### src/rtl/l1_trig_pkg.sv
// Shared definitions for the L1 trigger scaler: stream beat layout and dump FSM states.
package l1_trig_pkg;

  localparam int SCAL_IDX_LSB = 24;
  localparam int SCAL_IDX_W   = 8;
  localparam int SCAL_CNT_W   = 24;

  typedef enum logic {
    IDLE = 1'b0,
    SEND = 1'b1
  } scal_state_e;

endpackage

### src/rtl/l1_beam_holdoff_counter.sv
// One beam: deadtime holdoff, registered accept output and saturating accept count.
module l1_beam_holdoff_counter #(
  parameter int COUNT_BITS   = 24,
  parameter int HOLDOFF_BITS = 8
) (
  input  logic                    aclk,
  input  logic                    aresetn,
  input  logic                    enable_i,
  input  logic                    terminal_i,
  input  logic                    trig_i,
  input  logic [HOLDOFF_BITS-1:0] holdoff_i,
  output logic                    accept_o,
  output logic [COUNT_BITS-1:0]   snap_o
);

  localparam logic [COUNT_BITS-1:0] CNT_MAX = '1;

  logic [HOLDOFF_BITS-1:0] hold_q, hold_d;
  logic [COUNT_BITS-1:0]   cnt_q, cnt_d, cnt_inc;
  logic                    accept_q, accept_d;

  always_comb begin
    accept_d = trig_i && (hold_q == '0);

    hold_d = hold_q;
    if (accept_d) begin
      hold_d = holdoff_i;
    end else if (hold_q != '0) begin
      hold_d = hold_q - HOLDOFF_BITS'(1);
    end

    // cnt_inc already includes this cycle's accept, so the terminal snapshot never loses it
    cnt_inc = cnt_q;
    if (accept_d && (cnt_q != CNT_MAX)) begin
      cnt_inc = cnt_q + COUNT_BITS'(1);
    end

    cnt_d = cnt_inc;
    if (!enable_i || terminal_i) begin
      cnt_d = '0;
    end
  end

  always_ff @(posedge aclk or negedge aresetn) begin
    if (!aresetn) begin
      hold_q   <= '0;
      cnt_q    <= '0;
      accept_q <= 1'b0;
    end else begin
      hold_q   <= hold_d;
      cnt_q    <= cnt_d;
      accept_q <= accept_d;
    end
  end

  assign accept_o = accept_q;
  assign snap_o   = cnt_inc;

endmodule

### src/rtl/l1_trigger_scaler.sv
// Per-beam holdoff and rate scaler; dumps per-gate counts as an AXI4-Stream burst.
module l1_trigger_scaler
  import l1_trig_pkg::*;
#(
  parameter int NBEAMS       = 2,
  parameter int COUNT_BITS   = 24,
  parameter int HOLDOFF_BITS = 8,
  parameter int GATE_CYCLES  = 375000
) (
  input  logic                    aclk,
  input  logic                    aresetn,
  input  logic                    enable_i,
  input  logic [HOLDOFF_BITS-1:0] holdoff_i,
  input  logic [NBEAMS-1:0]       trig_i,
  output logic [NBEAMS-1:0]       trig_o,
  output logic [31:0]             scal_tdata,
  output logic                    scal_tvalid,
  input  logic                    scal_tready,
  output logic                    scal_tlast,
  output logic                    missed_o
);

  localparam int IDX_W  = (NBEAMS > 1) ? $clog2(NBEAMS) : 1;
  localparam int GATE_W = (GATE_CYCLES > 1) ? $clog2(GATE_CYCLES) : 1;
  localparam logic [GATE_W-1:0] GATE_LAST = GATE_W'(GATE_CYCLES - 1);
  localparam logic [IDX_W-1:0]  IDX_LAST  = IDX_W'(NBEAMS - 1);

  logic [GATE_W-1:0]     gate_q, gate_d;
  logic                  terminal;
  scal_state_e           state_q, state_d;
  logic [IDX_W-1:0]      idx_q, idx_d;
  logic                  missed_q, missed_d;
  logic                  snap_en;
  logic [COUNT_BITS-1:0] snap     [NBEAMS];
  logic [COUNT_BITS-1:0] shadow_q [NBEAMS];

  generate
    for (genvar gi = 0; gi < NBEAMS; gi++) begin : g_beam
      l1_beam_holdoff_counter #(
        .COUNT_BITS   (COUNT_BITS),
        .HOLDOFF_BITS (HOLDOFF_BITS)
      ) u_beam (
        .aclk       (aclk),
        .aresetn    (aresetn),
        .enable_i   (enable_i),
        .terminal_i (terminal),
        .trig_i     (trig_i[gi]),
        .holdoff_i  (holdoff_i),
        .accept_o   (trig_o[gi]),
        .snap_o     (snap[gi])
      );

      always_ff @(posedge aclk or negedge aresetn) begin
        if (!aresetn) begin
          shadow_q[gi] <= '0;
        end else if (snap_en) begin
          shadow_q[gi] <= snap[gi];
        end
      end
    end
  endgenerate

  // Gate counter restarts at 0 whenever enable_i is low, so the first gate is full length
  always_comb begin
    terminal = enable_i && (gate_q == GATE_LAST);
    gate_d   = gate_q + GATE_W'(1);
    if (!enable_i || terminal) begin
      gate_d = '0;
    end
  end

  always_comb begin
    state_d     = state_q;
    idx_d       = idx_q;
    missed_d    = 1'b0;
    snap_en     = 1'b0;
    scal_tvalid = 1'b0;
    case (state_q)
      IDLE: begin
        if (terminal) begin
          snap_en = 1'b1;
          idx_d   = '0;
          state_d = SEND;
        end
      end
      SEND: begin
        scal_tvalid = 1'b1;
        // A gate ending while a dump is in flight is dropped; the dump itself is untouched
        missed_d    = terminal;
        if (scal_tready) begin
          if (idx_q == IDX_LAST) begin
            idx_d   = '0;
            state_d = IDLE;
          end else begin
            idx_d = idx_q + IDX_W'(1);
          end
        end
      end
      default: begin
        state_d = IDLE;
      end
    endcase
  end

  always_comb begin
    scal_tdata = '0;
    scal_tlast = 1'b0;
    if (state_q == SEND) begin
      scal_tdata[SCAL_IDX_LSB +: SCAL_IDX_W] = SCAL_IDX_W'(idx_q);
      scal_tdata[0 +: SCAL_CNT_W]            = SCAL_CNT_W'(shadow_q[idx_q]);
      scal_tlast                             = (idx_q == IDX_LAST);
    end
  end

  always_ff @(posedge aclk or negedge aresetn) begin
    if (!aresetn) begin
      gate_q   <= '0;
      state_q  <= IDLE;
      idx_q    <= '0;
      missed_q <= 1'b0;
    end else begin
      gate_q   <= gate_d;
      state_q  <= state_d;
      idx_q    <= idx_d;
      missed_q <= missed_d;
    end
  end

  assign missed_o = missed_q;

endmodule

### config.mk
export PLATFORM = sky130hd
export DESIGN_NAME = l1_trigger_scaler
export DESIGN_NICKNAME = d
export VERILOG_FILES = /design/src/rtl/l1_trig_pkg.sv /design/src/rtl/l1_beam_holdoff_counter.sv /design/src/rtl/l1_trigger_scaler.sv
export SDC_FILE = /design/constraint.sdc
export NUM_CORES = 1
export LEC_CHECK = 0
export CORE_MARGIN = 4
export CORE_UTILIZATION = 54
export CTS_CLUSTER_SIZE = 14
export DETAILED_ROUTE_END_ITERATION = 12
export HOLD_SLACK_MARGIN = 0.15
export MAX_ROUTING_LAYER = met4
export PLACE_DENSITY = 0.77
export SLEW_MARGIN = 25
export SYNTH_ARGS = -nofsm -noshare
export SYNTH_HDL_FRONTEND = slang
export SYNTH_HIERARCHICAL = 1
export SYNTH_SLANG_ARGS = --single-unit
export TNS_END_PERCENT = 5
### constraint.sdc
create_clock -name aclk -period 2.4 [get_ports aclk]
set_input_delay 0.48 -clock aclk [delete_from_list [all_inputs] [get_ports aclk]]
set_output_delay 0.48 -clock aclk [all_outputs]
set_load 0.02 [all_outputs]
* Word level (Yosys, flattened, before mapping)
Cells that the tools add are included.
Cells by class: add/sub/neg operators 6, multipliers 0, divide/modulo/power cells 0, order comparisons 1, equal/unequal tests 5, shift-type cells 0, mux-type cells 25, bitwise operators 2, reduce and logical (&&, ||, !) cells 14
Operators with widths (count):
- 2-to-1 mux 24 bit | 7
- adder 24 x 1 -> 24 bit, second input constant | 2
- inequality test 24 bit, second input constant | 2
- 2-to-1 mux 8 bit | 4
- 2-to-1 mux 25 bit | 1
- adder 19 x 1 -> 19 bit, second input constant | 1
- == test 19 bit, second input constant | 1
- 2-to-1 mux 19 bit | 1
- zero test 8 bit | 2
- nonzero test 8 bit | 2
- subtractor 8 x 1 -> 8 bit, second input constant | 2
- 2-to-1 mux 1 bit | 10
- logical AND 1 bit | 5
- one-hot mux 1 bit (2 select lines) | 2
- nonzero test 2 bit | 2
- >= comparator 2 bit, second input constant | 1
- inequality test 2 x 1 -> 1 bit, second input constant | 1
- inequality test 2 bit, second input constant | 1
- inverter 1 -> 2 bit | 1
- AND reduction 2 bit | 1
- adder 1 bit, second input constant | 1
- zero test 1 bit | 1
- logical OR 1 bit | 1
- inverter 1 bit | 1
Word-level totals: register bits after elaboration 136, bits in latches 0, RAM bits 0, ROM bits 0, bits of input ports 14, output and inout bits 37, logic and storage cells 65, memories kept 0

* Logic depth before layout (Yosys ltp)
depth after elaboration 5, mapped depth 9

* Hierarchy
The synthesis kept the hierarchy.
By module, submodules not included:
- l1_trigger_scaler | times used 1, cells each 282, area each 3440.8 um^2
- l1_beam_holdoff_counter at g_beam[0].u_beam | times used 1, cells each 207, area each 1906.8 um^2
- l1_beam_holdoff_counter at g_beam[1].u_beam | times used 1, cells each 199, area each 1890.6 um^2

* Worst setup path after synthesis
Ideal clock, no wire load.
kind flip-flop to flip-flop, start register g_beam[0].u_beam.hold_q[0], end register shadow_q[45] (netlist bit), library setup time 125 ps, arrival 2496 ps, data required time 2275 ps, path slack -221 ps, cell stages (with the launch flop) 10, path buffers 1, cell sequence dfrtp_1 inv_1 ha_1 nor4b_4 nand3_4 or4_1 buf_2 o21a_1 or2_2 mux2_2
RTL lines:
- start: declaration | RTL line l1_beam_holdoff_counter.sv:18 | logic [HOLDOFF_BITS-1:0] hold_q, hold_d;
- start signal: assignment | RTL line l1_beam_holdoff_counter.sv:50 | hold_q <= hold_d;
- end signal: indexed assignment | RTL line l1_trigger_scaler.sv:57 | shadow_q[gi] <= snap[gi];
- end: declaration | RTL line l1_trigger_scaler.sv:35 | logic [COUNT_BITS-1:0] shadow_q [NBEAMS];

* Worst setup path in the final report
start register idx_q, end output scal_tdata[8]
On the way: word-level cells in the longest chain between the ends 5
Ends and longest elaborated chain:
- start: declaration | RTL line l1_trigger_scaler.sv:31 | logic [IDX_W-1:0] idx_q, idx_d;
- start signal: assignment | RTL line l1_trigger_scaler.sv:124 | idx_q <= idx_d;
- inverter 1 -> 2 bit (implied by the code) | RTL line l1_trigger_scaler.sv:110 | scal_tdata[0 +: SCAL_CNT_W] = SCAL_CNT_W'(shadow_q[idx_q]);
- 2-to-1 mux 24 bit (implied by the code) (3 in a row) | RTL line l1_trigger_scaler.sv:110
- 2-to-1 mux 25 bit | RTL line l1_trigger_scaler.sv:108 | if (state_q == SEND) begin
- end: declaration | RTL line l1_trigger_scaler.sv:16 | output logic [31:0] scal_tdata,
Every way passes these cells. The select of a mux whose other input is x is not followed.

==> flow_summary.json <==
{
  "antenna_found_initial": 0,
  "reg2reg_from": "g_beam[1].u_beam/hold_q[1]$_DFFE_PN0P_",
  "hpwl_mm": 12.1,
  "regToRegEndpoint": "shadow_q[6]$_DFFE_PN0P_",
  "clock-sinks": 136,
  "synth_cell_types": 63,
  "cts_setup_buffers": 0,
  "gp_congestion": 0.884,
  "rr_worst_depth": 8,
  "startpoint_type": "flip-flop",
  "peakVddDrop_v": 0.000376,
  "worst_ep_required_time_ns": 1.92,
  "drc_errors": 0,
  "arrival_ns": 2.00,
  "cap_viol_max_count": 0,
  "grt.overflow.total": 0,
  "grt_pass1_vias": 5684,
  "syn_avg_cell_area_um2": 10.5,
  "firstDrtPassIters": 4,
  "hold_slack_ns": 0.480,
  "setup_viol": 3,
  "timing_hold_violations_final": 0,
  "max_freq_mhz": 404,
  "vias": 5535,
  "critPathKind": "flip-flop to output port",
  "slowest_stage": "clkdlybuf4s50_1",
  "finalCritPeriodShare_pct": 103,
  "async_reset_ff_share_pct": 100,
  "hp-class": "flip-flop to flip-flop",
  "slew_violations": 0,
  "cts-htree-levels": 4,
  "path_clk_slew_ns": 0.05,
  "post-route-util_pct": 67.4,
  "yosys_register_bits": 136,
  "drive_gt1_share_pct": 20.1,
  "period_needed_ns": 2.48,
  "port_buffers": 43,
  "violations": "setup timing",
  "grt_pass1_wl_mm": 28.3,
  "start_util_pct": 54.9,
  "rsz0062_at_grt": "true",
  "avgViaCountPerCell": 5.73,
  "io_pins": 51,
  "power.leakage_nw": 4.13,
  "min_path_cells": 1,
  "cpPeakStageDelay_ns": 0.54,
  "end_kind": "output port",
  "synth_flop_cell": "dfrtp_1",
  "insertion_delay_ns": 0.42,
  "r2r_slack_ns": 0.03,
  "ant_nets": 0,
  "min_to": "g_beam[0].u_beam/hold_q[0]$_DFFE_PN0P_",
  "synth_edf_count": 0,
  "cts_tree": "built",
  "hold_start": "g_beam[0].u_beam/hold_q[0]$_DFFE_PN0P_",
  "netlist_instances": 688,
  "path_max_fanout": 12,
  "path_cells": "buf_12 -> mux2i_2 -> nor2b_1 -> clkdlybuf4s50_1",
  "cts_root_buf": "clkbuf_16",
  "power_density_nw_per_um2": 694,
  "skew_ns": 0.00658,
  "routedWlPerCell_um": 18.0,
  "relSlewSlack_pct": 35.4,
  "numCtsBuffers": 17,
  "synth_area_um2": 7240,
  "synth_seq_area_share_pct": 47.0,
  "finalNetCount": 798,
  "core_um2": 13200,
  "worst_slew_pin_slew_ns": 0.966,
  "status": "finished with violations",
  "rows": 42,
  "ys_warn_count": 6,
  "final_cells": 966,
  "die-area_um2": 15300,
  "drtIter0Drc": 364,
  "antenna_cells": 0,
  "area_growth_pct": 22.8,
  "grtUsageTotal_pct": 24.6,
  "wl_mm": 17.3,
  "fin_ws_ns": -0.0776,
  "dp.cells": 934,
  "clock_path_buffers": 2,
  "die_w_um": 124,
  "die_h_um": 124,
  "grt_max_degree": 54
}
==> cells by family (layout without fill, tap and decap cells) <==
kind of cell,count (synthesis),after routing,synth area share (%)
xor+xnor,41,41,4.96
simple gates,268,268,22.5
mux,82,82,12.2
other cells,1,7,0.0518
compound gates,101,101,8.66
fa+ha+maj,5,5,0.864
flops,136,136,47.0
buf+inv,54,150,3.79
==> metrics by stage <==
stage	worst slack, ns	cell area, um2	power, mW	TNS [ns]
after floorplan	-0.0492	7280	3.06	-0.0492
after global placement	-0.335	8190	3.30	-8.78
after detailed placement	-0.490	8190	3.35	-13.93
after CTS	-0.0939	8840	6.14	-0.325
after global routing	-0.127	8890	6.38	-1.64
final	-0.0776	8890	6.17	-0.194
==> critical path, delay by kind of cell, from the launching register on <==
family / cells / cell delay, ns
buf+inv: 2 / 0.73
flops: 1 / 0.46
mux: 1 / 0.31
simple gates: 1 / 0.07
==> synth_stat cells (13+ instances only) <==
| cell | instances | share of area, % |
|---|---|---|
| dfrtp_1 | 136 | 47 |
| nand2_1 | 50 | 2.6 |
| a21oi_1 | 39 | 2.7 |
| mux2i_1 | 32 | 4.4 |
| and2_1 | 30 | 2.6 |
| mux2_2 | 30 | 4.7 |
| nor2_1 | 27 | 1.4 |
| nand3_1 | 26 | 1.8 |
| nor2b_1 | 26 | 2.2 |
| nand4_1 | 22 | 1.9 |
| xnor2_1 | 22 | 2.7 |
| mux2_1 | 20 | 3.1 |
| inv_1 | 19 | 0.99 |
| xor2_1 | 19 | 2.3 |
| o21ai_0 | 18 | 1.2 |
| a211oi_1 | 13 | 1.3 |
| or3_1 | 13 | 1.1 |
==> final cells by class <==
| type | instances | area [um2] |
|---|---|---|
| fill | 1002 | 4300 |
| sequential | 136 | 3400 |
| inverter | 19 | 71.3 |
| clock buffer | 22 | 494 |
| timing repair buffer | 101 | 918 |
| clock inverter | 8 | 143 |
| multi-input combinational | 504 | 3640 |
| tap | 176 | 220 |
==> timing repair <==
item / in CTS / in global routing
gates resized for setup: 25 / 8
hold endpoints to repair: 51 / 0
gates cloned: 0 / 1
setup endpoints to repair: 30 / 42
pin swaps: 2 / 0
hold buffers: 1 / 0
==> power breakdown <==
group          internal [mW]  switching [mW]
registers               2.39           0.147
logic                  0.412           0.433
clock network           1.86           0.933
==> sequential cells by signal, indices dropped and copies added, names as in the netlist <==
signal	flops
idx_q	1
state_q	1
g_beam.u_beam/accept_o	2
missed_o	1
shadow_q	48
g_beam.u_beam/cnt_q	48
gate_q	19
g_beam.u_beam/hold_q	16
==> worst max-delay path by stage <==
stage / startpoint / end / slack [ns] / cells past startpoint
6_report: idx_q$_DFFE_PN0P_ / scal_tdata[8] / -0.08 / 4
5_1_grt: g_beam[1].u_beam/hold_q[1]$_DFFE_PN0P_ / shadow_q[14]$_DFFE_PN0P_ / -0.13 / 8
4_1_cts: idx_q$_DFFE_PN0P_ / scal_tdata[8] / -0.09 / 4
3_5_place_dp: trig_i[1] / shadow_q[11]$_DFFE_PN0P_ / -0.49 / 7
3_3_place_gp: trig_i[1] / shadow_q[23]$_DFFE_PN0P_ / -0.33 / 7
2_1_floorplan: g_beam[0].u_beam/hold_q[0]$_DFFE_PN0P_ / shadow_q[45]$_DFFE_PN0P_ / -0.05 / 9
==> cell usage in the layout (no fill, tap or decap), types with 7 or more instances in the layout <==
cell type        netlist  layout
xnor2_1               22      22
nor2b_1               26      25
nand2_1               50      49
mux2_2                30      29
a21oi_1               39      39
clkbuf_16              0      18
o21ai_0               18      15
inv_1                 19      19
a211oi_1              13      13
dfrtp_1              136     135
buf_4                 10      52
or3_1                 13      13
conb_1                 1       7
o31ai_1                9       9
mux2i_1               32      28
nand3_1               26      26
and2_1                30      30
mux2_1                20      20
clkdlybuf4s50_1        0      24
nor3_1                12      12
nor2_1                27      26
nand4_1               22      22
dlygate4sd2_1          0      17
nor4_1                12      12
xor2_1                19      19
==> metal layers <==
layer	routed length [um]	vias to the layer above	GRT usage, %
met1	7800	2759	31.4
met3	562	31	4.04
met4	350	0	8.79
met5	0	-	-
li1	-	2636	-
met2	8640	109	39.8
Note: power is estimated with default switching activity, not from simulation.
